==> config.mk <==
export PLATFORM = sky130hd
export DESIGN_NAME = fifo_rd_stream_adapter
export DESIGN_NICKNAME = d
export VERILOG_FILES = /design/src/rtl/fifo_rd_stream_adapter_pkg.sv /design/src/rtl/fifo_rd_stream_adapter_stream_skid_buffer.sv /design/src/rtl/fifo_rd_stream_adapter.sv
export SDC_FILE = /design/constraint.sdc
export NUM_CORES = 1
export LEC_CHECK = 0
export CAP_MARGIN = 0
export CORE_MARGIN = 2
export CORE_UTILIZATION = 49
export DETAILED_ROUTE_END_ITERATION = 6
export PLACE_DENSITY = 0.79
export SLEW_MARGIN = 20
export SYNTH_ARGS = -nofsm -noshare
export SYNTH_HDL_FRONTEND = slang
export SYNTH_SLANG_ARGS = --single-unit
==> constraint.sdc <==
create_clock -name i_clk -period 3 [get_ports i_clk]
set_clock_uncertainty 0.05 [all_clocks]
set_input_delay 0.6 -clock i_clk [delete_from_list [all_inputs] [get_ports i_clk]]
set_output_delay 0.6 -clock i_clk [all_outputs]
set_load 0.02 [all_outputs]
==> src/rtl/fifo_rd_stream_adapter_pkg.sv <==
// rtl/fifo_rd_stream_adapter_pkg.sv - shared constants and types for the FIFO read stream adapter
package fifo_rd_stream_adapter_pkg;

  // Prefetch store depth: one word on the stream plus one word of slack for a late ready drop
  localparam int SKID_DEPTH = 2;
  localparam int SKID_CNT_W = 2;

  typedef logic [SKID_CNT_W-1:0] skid_cnt_t;

endpackage

==> src/rtl/fifo_rd_stream_adapter_stream_skid_buffer.sv <==
// rtl/fifo_rd_stream_adapter_stream_skid_buffer.sv - 2-entry register store with push/pop/flush
module stream_skid_buffer
  import fifo_rd_stream_adapter_pkg::*;
#(
  parameter int DATA_WIDTH = 16
) (
  input  logic                  i_clk,
  input  logic                  i_rst_n,
  input  logic                  i_ena,
  input  logic                  i_flush,
  input  logic                  i_push,
  input  logic [DATA_WIDTH-1:0] i_push_data,
  input  logic                  i_pop,
  output logic [DATA_WIDTH-1:0] o_head,
  output logic                  o_valid,
  output skid_cnt_t             o_count
);

  skid_cnt_t             count_q;
  logic                  valid_q;
  logic [DATA_WIDTH-1:0] ent0_q;
  logic [DATA_WIDTH-1:0] ent1_q;

  logic      do_pop;
  logic      do_push;
  skid_cnt_t after_pop;
  skid_cnt_t next_count;

  // Pop is applied first, then the pushed word lands in the lowest free slot
  always_comb begin
    do_pop     = i_pop && (count_q != '0);
    after_pop  = count_q - skid_cnt_t'(do_pop);
    do_push    = i_push && (after_pop < skid_cnt_t'(SKID_DEPTH));
    next_count = after_pop + skid_cnt_t'(do_push);
  end

  // Entry 0 is the head; entry 1 shifts forward when the head leaves with both entries full
  always_ff @(posedge i_clk) begin
    if (!i_rst_n) begin
      count_q <= '0;
      valid_q <= 1'b0;
      ent0_q  <= '0;
      ent1_q  <= '0;
    end else if (i_ena) begin
      if (i_flush) begin
        count_q <= '0;
        valid_q <= 1'b0;
      end else begin
        if (do_pop && (count_q == 2'd2)) begin
          ent0_q <= ent1_q;
        end
        if (do_push) begin
          if (after_pop == '0) begin
            ent0_q <= i_push_data;
          end else begin
            ent1_q <= i_push_data;
          end
        end
        count_q <= next_count;
        valid_q <= (next_count != '0);
      end
    end
  end

  assign o_head  = ent0_q;
  assign o_valid = valid_q;
  assign o_count = count_q;

endmodule

==> src/rtl/fifo_rd_stream_adapter.sv <==
// rtl/fifo_rd_stream_adapter.sv - latency-1 FIFO read port to valid/ready stream master
module fifo_rd_stream_adapter
  import fifo_rd_stream_adapter_pkg::*;
#(
  parameter int DATA_WIDTH = 16,
  parameter int CNT_WIDTH  = 16
) (
  input  logic                  i_clk,
  input  logic                  i_rst_n,
  input  logic                  i_ena,
  input  logic                  i_flush,
  output logic                  o_fifo_rd_req,
  input  logic                  i_fifo_empty,
  input  logic [DATA_WIDTH-1:0] i_fifo_data,
  input  logic                  i_fifo_valid,
  output logic [DATA_WIDTH-1:0] o_m_data,
  output logic                  o_m_valid,
  input  logic                  i_m_ready,
  output logic [1:0]            o_count,
  output logic [CNT_WIDTH-1:0]  o_xfer_cnt
);

  logic                 inflight_q;
  logic                 discard_q;
  logic [CNT_WIDTH-1:0] xfer_q;
  skid_cnt_t            count;
  logic                 pop;
  logic                 capture;
  logic [2:0]           credit;

  // Words already owned (stored plus in flight) after this cycle's pop decide whether to request more
  always_comb begin
    pop     = i_ena && o_m_valid && i_m_ready;
    capture = i_ena && i_fifo_valid && !discard_q;
    credit  = {1'b0, count} + {2'b00, inflight_q} - {2'b00, pop};
  end

  assign o_fifo_rd_req = i_rst_n && i_ena && !i_fifo_empty && !i_flush &&
                         (credit < 3'(SKID_DEPTH));

  // Track the outstanding read, drop the return that follows a flush, count handshakes
  always_ff @(posedge i_clk) begin
    if (!i_rst_n) begin
      inflight_q <= 1'b0;
      discard_q  <= 1'b0;
      xfer_q     <= '0;
    end else if (i_ena) begin
      inflight_q <= o_fifo_rd_req;
      discard_q  <= i_flush ? inflight_q : 1'b0;
      if (pop) begin
        xfer_q <= xfer_q + CNT_WIDTH'(1);
      end
    end
  end

  stream_skid_buffer #(
    .DATA_WIDTH (DATA_WIDTH)
  ) u_skid (
    .i_clk       (i_clk),
    .i_rst_n     (i_rst_n),
    .i_ena       (i_ena),
    .i_flush     (i_flush),
    .i_push      (capture),
    .i_push_data (i_fifo_data),
    .i_pop       (pop),
    .o_head      (o_m_data),
    .o_valid     (o_m_valid),
    .o_count     (count)
  );

  assign o_count    = count;
  assign o_xfer_cnt = xfer_q;

endmodule

==> results of run 1 <==
==> state kept, by name (all words and copies together) (netlist names) <==
name / flops
discard_q: 1
inflight_q: 1
o_xfer_cnt: 16
u_skid.ent1_q: 16
u_skid.o_count: 2
u_skid.o_head: 16
u_skid.o_valid: 1
==> routing by layer <==
layer | routed length [µm] | vias to the layer above | track usage (%)
met5 | 0 | - | 0
met4 | 60 | 0 | 5.85
met3 | 261 | 5 | 4.23
met2 | 3110 | 58 | 37.0
met1 | 2700 | 1115 | 28.7
li1 | - | 1134 | -
==> area by class of cell <==
type | count | area (µm²)
clock buffer | 5 | 68.8
clock inverter | 1 | 5.00
fill | 429 | 1530
inverter | 10 | 37.5
multi-input combinational | 193 | 1400
sequential | 53 | 1060
tap | 70 | 87.6
timing repair buffer | 90 | 818
==> per-stage QoR <==
| stage | hold slack (ps) | std cells | power [mW] | cell area [µm²] |
|---|---|---|---|---|
| floorplan | 396 | 276 | 0.803 | 2510 |
| global placement | 409 | 396 | 0.870 | 3200 |
| detailed placement | 413 | 396 | 0.871 | 3200 |
| CTS | 428 | 420 | 1.24 | 3410 |
| global route | 460 | 422 | 1.28 | 3480 |
| finish | 429 | 422 | 1.23 | 3480 |
==> worst max-delay path, cell delays in order <==
cell and delay, ps:
clkbuf_2 100, nand3_2 100, inv_2 90, ha_4 190
nand2b_4 130, fa_1 500, nand3b_1 100, nor3_2 210
buf_4 180
==> logic make-up (layout without fill, tap and decap cells) <==
| logic type | Yosys count | after routing | synth area share (%) |
|---|---|---|---|
| xor+xnor | 13 | 13 | 4.54 |
| buf+inv | 30 | 106 | 4.94 |
| simple gates | 84 | 84 | 17.5 |
| compound gates | 64 | 64 | 17.1 |
| flops | 53 | 53 | 42.3 |
| fa+ha+maj | 5 | 5 | 2.80 |
| mux | 27 | 27 | 10.8 |
==> repair_timing <==
| item | in CTS | in global routing |
|---|---|---|
| gates cloned | 0 | 1 |
| pin swaps | 2 | 4 |
| endpoints found under the setup margin | 1 | 19 |
| hold buffers | 0 | 0 |
| buffers inserted | 18 | 1 |
| gates resized for setup | 9 | 20 |
==> power by group <==
group	switching [mW]	internal (mW)
Sequential	0.00697	0.711
Combinational	0.0711	0.0770
Clock	0.207	0.154
Total	0.285	0.942
==> worst paths after layout <==
| kind | startpoint | end | slack, ps | cells past startpoint |
|---|---|---|---|---|
| max | i_m_ready | o_fifo_rd_req | 150 | 9 |
| min | u_skid.o_head[7]$_SDFFE_PN0P_ | u_skid.o_head[7]$_SDFFE_PN0P_ | 430 | 2 |
| max reg2reg | u_skid.o_valid$_SDFFE_PN0P_ | u_skid.o_valid$_SDFFE_PN0P_ | 190 | 16 |
| min reg2reg | u_skid.o_head[7]$_SDFFE_PN0P_ | u_skid.o_head[7]$_SDFFE_PN0P_ | 430 | 2 |
==> cell usage in the layout, fill, tap and decap left out, types with 9 or more instances in the layout <==
master | netlist | layout
mux2i_1 | 27 | 26
dfxtp_1 | 53 | 52
buf_4 | 1 | 31
inv_1 | 10 | 9
o21a_1 | 11 | 11
nand2_1 | 9 | 9
a21oi_1 | 20 | 20
o31ai_1 | 17 | 15
nor2_1 | 30 | 30
clkdlybuf4s50_1 | 0 | 55
==> results.md, run 1 <==
- Average cell area after synthesis: about 9.1 µm²
- Vias per cell: about 5.5
- DR pass1 iterations: 4
- First-pass GRT wire length: 9540 µm
- GRT Util Overall: between 20% and 30%
- DP Worst Slack: -673 ps
- Top post-synthesis cells by count: 53 x dfxtp_1, 30 x nor2_1, 27 x mux2i_1, 20 x a21oi_1, 17 x o31ai_1
- Number of H-tree levels: 2
- Dominant cells by area after synthesis: dfxtp_1 42%, mux2i_1 11%, o31ai_1 5.1%
- Setup TNS: 0 ps
- Worst EP arrival: 2200 ps
- Port Buffers: between 50 and 60
- Gr ovfl total: 0
- Outcome: finished, final reports clean
- CP Max Fanout: 2
- CP Data Required Time: between 2000 and 2500 ps
- Max_cap viols: 0
- EDFF count, synth: 0
- Setup crit start kind: input pin
- Chip Height: between 70 and 80 µm
- Vias in the first global route: between 2000 and 2500
- Starting Density: between 50 and 60%
- P per Cell Area: between 300 and 400 nW/µm²
- Initial DRC Count: about 110
- Root buf cell: clkbuf_8
- Routability congestion estimate: 0.775
- Yosys top cell by area: dfxtp_1
- Period utilization: 95.0%
- Yosys reg bits: 53
- Max Slew Vio Count: 0
- Slew @ Worst Pin: 444 ps
- Setup WS post-layout: roughly 150 ps
- CTS clk-pin slew, worst paths: ~90 ps
- Kind of critical path: in -> out
- Synth async-reset ratio: 0%
- Final core utilization: ~69%
- Cell row count: 26
- Antenna viol nets, final: 0
- Mapped Area: around 2500 µm²
- VDD IR max: 221 µV
- Vias: around 2300
- Die Area: approximately 5700 µm²
- Final wirelength: slightly above 6000 µm
- TritonCTS clock tree: yes
- Hold Crit Class: reg -> reg
- Initial antenna violation count: 0
- Core ar.: about 5000 µm²
- ANT cells: 0
- CTS sink count: 53
- Pin count of the biggest net entering global routing: 40
- Crit end category: primary output
- Final Hold Viols: 0
- DR WL/cell: 14.5 µm
- Slew Limit Headroom: 70.4%
- Final setup vio count: 0
- Clk Latency, worst-skew pair: 300 ps
- Period minus WS final: between 2000 and 3000 ps
- Top-count cell post-synth: dfxtp_1
- RSZ-0062 raised after global routing: false
- Hpwl dp: between 3000 and 4000 µm
- Post-layout nets: approximately 380
- Leakage: roughly 1.4 nW
- Syn-to-layout area delta: 38.7%
- Synth warn: 0
- Layout cell share with drive strength beyond 1: roughly 18%
- Cells after Synth: roughly 280
- Sequential area share after synthesis: roughly 42%
- Fraction of post-synthesis cell area in the top cell type by area: 42.3%
- Maximum clock frequency: ~0.35 GHz
- Number of distinct library cells after synthesis: 45
- DRC viols: 0
- Max clock buf depth: 2
- Die Width: 75.5 µm
- I/O pin total: between 50 and 60
- Post-synth top flop: dfxtp_1
- Synthesized Nets: 304
- Cts bufs inserted: 5
Power figures use the tool's default switching activity.
==> run 2: changes to the inputs <==
--- a/config.mk
+++ b/config.mk
@@ -10,6 +10,7 @@
 export CORE_UTILIZATION = 49
 export DETAILED_ROUTE_END_ITERATION = 6
 export PLACE_DENSITY = 0.79
+export SETUP_SLACK_MARGIN = 0.2
 export SLEW_MARGIN = 20
 export SYNTH_ARGS = -nofsm -noshare
 export SYNTH_HDL_FRONTEND = slang
==> results.md, run 2 (synthesis results as in run 1) <==
- Slew @ Worst Pin: 424 ps (-19.1 ps)
- Total power: 1.36 mW (+11%)
- Setup WS post-layout: 220 ps (+69.9 ps)
- RR Startpoint: u_skid.o_valid$_SDFFE_PN0P_
- Commonest cells after routing, fill and taps aside: 55 x clkdlybuf4s50_1, 53 x dfxtp_1, 30 x nor2_1
- Slew Limit Headroom: 71.7% (+1.3 points)
- Flop2flop setup slack: 730 ps (+540 ps)
- CP Max Fanout: 2 (unchanged)
- Root buf cell: clkbuf_8
- Kind of critical path: in -> out
- Max Slew Vio Count: 0 (unchanged)
- Crit path from: i_ena
- Most Crowded Layer GR: met2
- Fin cells: 409 (-3.1%)
- Gr ovfl total: 0 (unchanged)
- ANT cells: 0 (unchanged)
- VDD IR max: 265 µV (+20%)
- CP Data Required Time: 2350 ps (about the same)
- Leakage: 1.39 nW (-3.3%)
- Met3 Use GR: 3.97% (-0.26 points)
- Post-layout nets: 366 (-3.9%)
- Die Area: 5700 µm² (unchanged)
- Initial antenna violation count: 0 (unchanged)
- Clk Latency, worst-skew pair: 310 ps (about the same)
- DP Worst Slack: -710 ps (-37.1 ps)
- Number of H-tree levels: 2 (unchanged)
- TritonCTS clock tree: yes
- DR WL/cell: 14.1 µm (-3.0%)
- CTS clk-pin slew, worst paths: 100 ps (about the same)
- Outcome: finished, final reports clean
- Crit end category: primary output
- DRC viols: 0 (unchanged)
- Final setup vio count: 0 (unchanged)
- Inst Count DP: 398 (+0.51%)
- Commonest non-fill, non-tap cell in the layout: clkdlybuf4s50_1
- Port Buffers: 58 (unchanged)
- Hpwl dp: 3940 µm (+0.44%)
- Period minus WS final: 2780 ps (-69.9 ps)
- Period utilization: 92.7% (-2.3 points)
- Max clock buf depth: 2 (unchanged)
- Setup crit start kind: input pin
- I/O pin total: 59 (unchanged)
- Met1 usage: 28.5% (-0.22 points)
- Met2 Use GR: 35.7% (-1.3 points)
- Layout cell share with drive strength beyond 1: 12.1% (-5.8 points)
- RSZ-0062 raised after global routing: true
- Worst setup endpoint: o_fifo_rd_req
- Initial DRC Count: 134 (+21%)
- Die Width: 75.5 µm (unchanged)
- Cell row count: 26 (unchanged)
- Maximum clock frequency: 0.360 GHz (+2.5%)
- Starting Density: 50.0% (unchanged)
- Worst EP arrival: 2130 ps (-70 ps)
- Pin count of the biggest net entering global routing: 40 (unchanged)
- Syn-to-layout area delta: 34.6%
- Chip Height: 75.5 µm (unchanged)
- Core ar.: 5010 µm² (unchanged)
- Max_cap viols: 0 (unchanged)
- Worst R2R Path Depth: 10 (-6)
- Hold Crit Class: reg -> reg
- First-pass GRT wire length: 9500 µm (-0.43%)
- Vias in the first global route: 2040 (-1.8%)
- DR pass1 iterations: 4 (unchanged)
- Antenna viol nets, final: 0 (unchanged)
- RR Endpoint: u_skid.o_head[15]$_SDFFE_PN0P_
- P per Cell Area: 403 nW/µm² (+14%)
- Final Hold Viols: 0 (unchanged)
- CTS sink count: 53 (unchanged)
- Vias per cell: 5.34 (-2.6%)
- Routability congestion estimate: 0.770 (-0.71%)
- Final wirelength: 5770 µm (-6.0%)
- GRT Util Overall: 21.6% (-0.26 points)
- Vias: 2183 (-5.6%)
- Cts bufs inserted: 5 (unchanged)
## run 2: routing by layer
| layer | part of all wire [%] | vias up | wire [µm] |
|---|---|---|---|
| met1 | 47 | 1031 | 2690 |
| li1 | - | 1108 | - |
| met3 | 3.6 | 9 | 208 |
| met5 | 0 | - | 0 |
| met2 | 48 | 35 | 2780 |
| met4 | 1.6 | 0 | 90 |
## run 2: per-stage QoR
step | instance area [µm²] | utilization, % | hold WS [ps] | TNS, ps
6_report | 3370 | 67.4 | 429 | 0
3_5_place_dp | 3220 | 64.3 | 417 | -710
2_1_floorplan | 2520 | - | 396 | 0
3_3_place_gp | 3220 | 64.3 | 406 | -641
5_1_grt | 3370 | 67.4 | 452 | 0
4_1_cts | 3370 | 67.4 | 433 | 0
## run 2: final cells by class
class / count / area [µm²]
Fill cell: 437 / 1640
Tap cell: 70 / 87.6
Multi-Input combinational cell: 193 / 1360
Clock buffer: 7 / 86.3
Clock inverter: 1 / 30.0
Timing Repair Buffer: 75 / 712
Inverter: 10 / 37.5
Sequential cell: 53 / 1060
## run 2: where the power goes
group | total, mW | internal (mW) | switching (mW)
combinational | 0.141 | 0.0725 | 0.0680
clock | 0.501 | 0.272 | 0.229
sequential | 0.718 | 0.712 | 0.00635
## run 2: worst max-delay path: stages
cell,delay (ps)
buf_2,100
nand3_2,90
inv_2,90
ha_4,190
nand2b_4,140
fa_2,370
xor2_1,180
nor3_4,230
buf_6,140
## run 2: worst min path at each step
stage / start / end / slack [ps] / depth (start not counted)
after floorplan: inflight_q$_SDFFE_PN0P_ / inflight_q$_SDFFE_PN0P_ / 400 / 2
after global placement: u_skid.o_head[4]$_SDFFE_PN0P_ / u_skid.o_head[4]$_SDFFE_PN0P_ / 410 / 2
after detailed placement: u_skid.o_head[4]$_SDFFE_PN0P_ / u_skid.o_head[4]$_SDFFE_PN0P_ / 420 / 2
after CTS: u_skid.o_head[4]$_SDFFE_PN0P_ / u_skid.o_head[4]$_SDFFE_PN0P_ / 430 / 2
after global routing: u_skid.o_head[7]$_SDFFE_PN0P_ / u_skid.o_head[7]$_SDFFE_PN0P_ / 450 / 2
final: u_skid.o_head[5]$_SDFFE_PN0P_ / u_skid.o_head[5]$_SDFFE_PN0P_ / 430 / 2
## run 2: what timing repair did
action | CTS | global route
setup endpoints to repair | 1 | 1
pin swaps | 3 | 0
gates resized for setup | 17 | 0
buffers inserted | 3 | 0
hold buffers | 0 | 0
cloned | 0 | 0
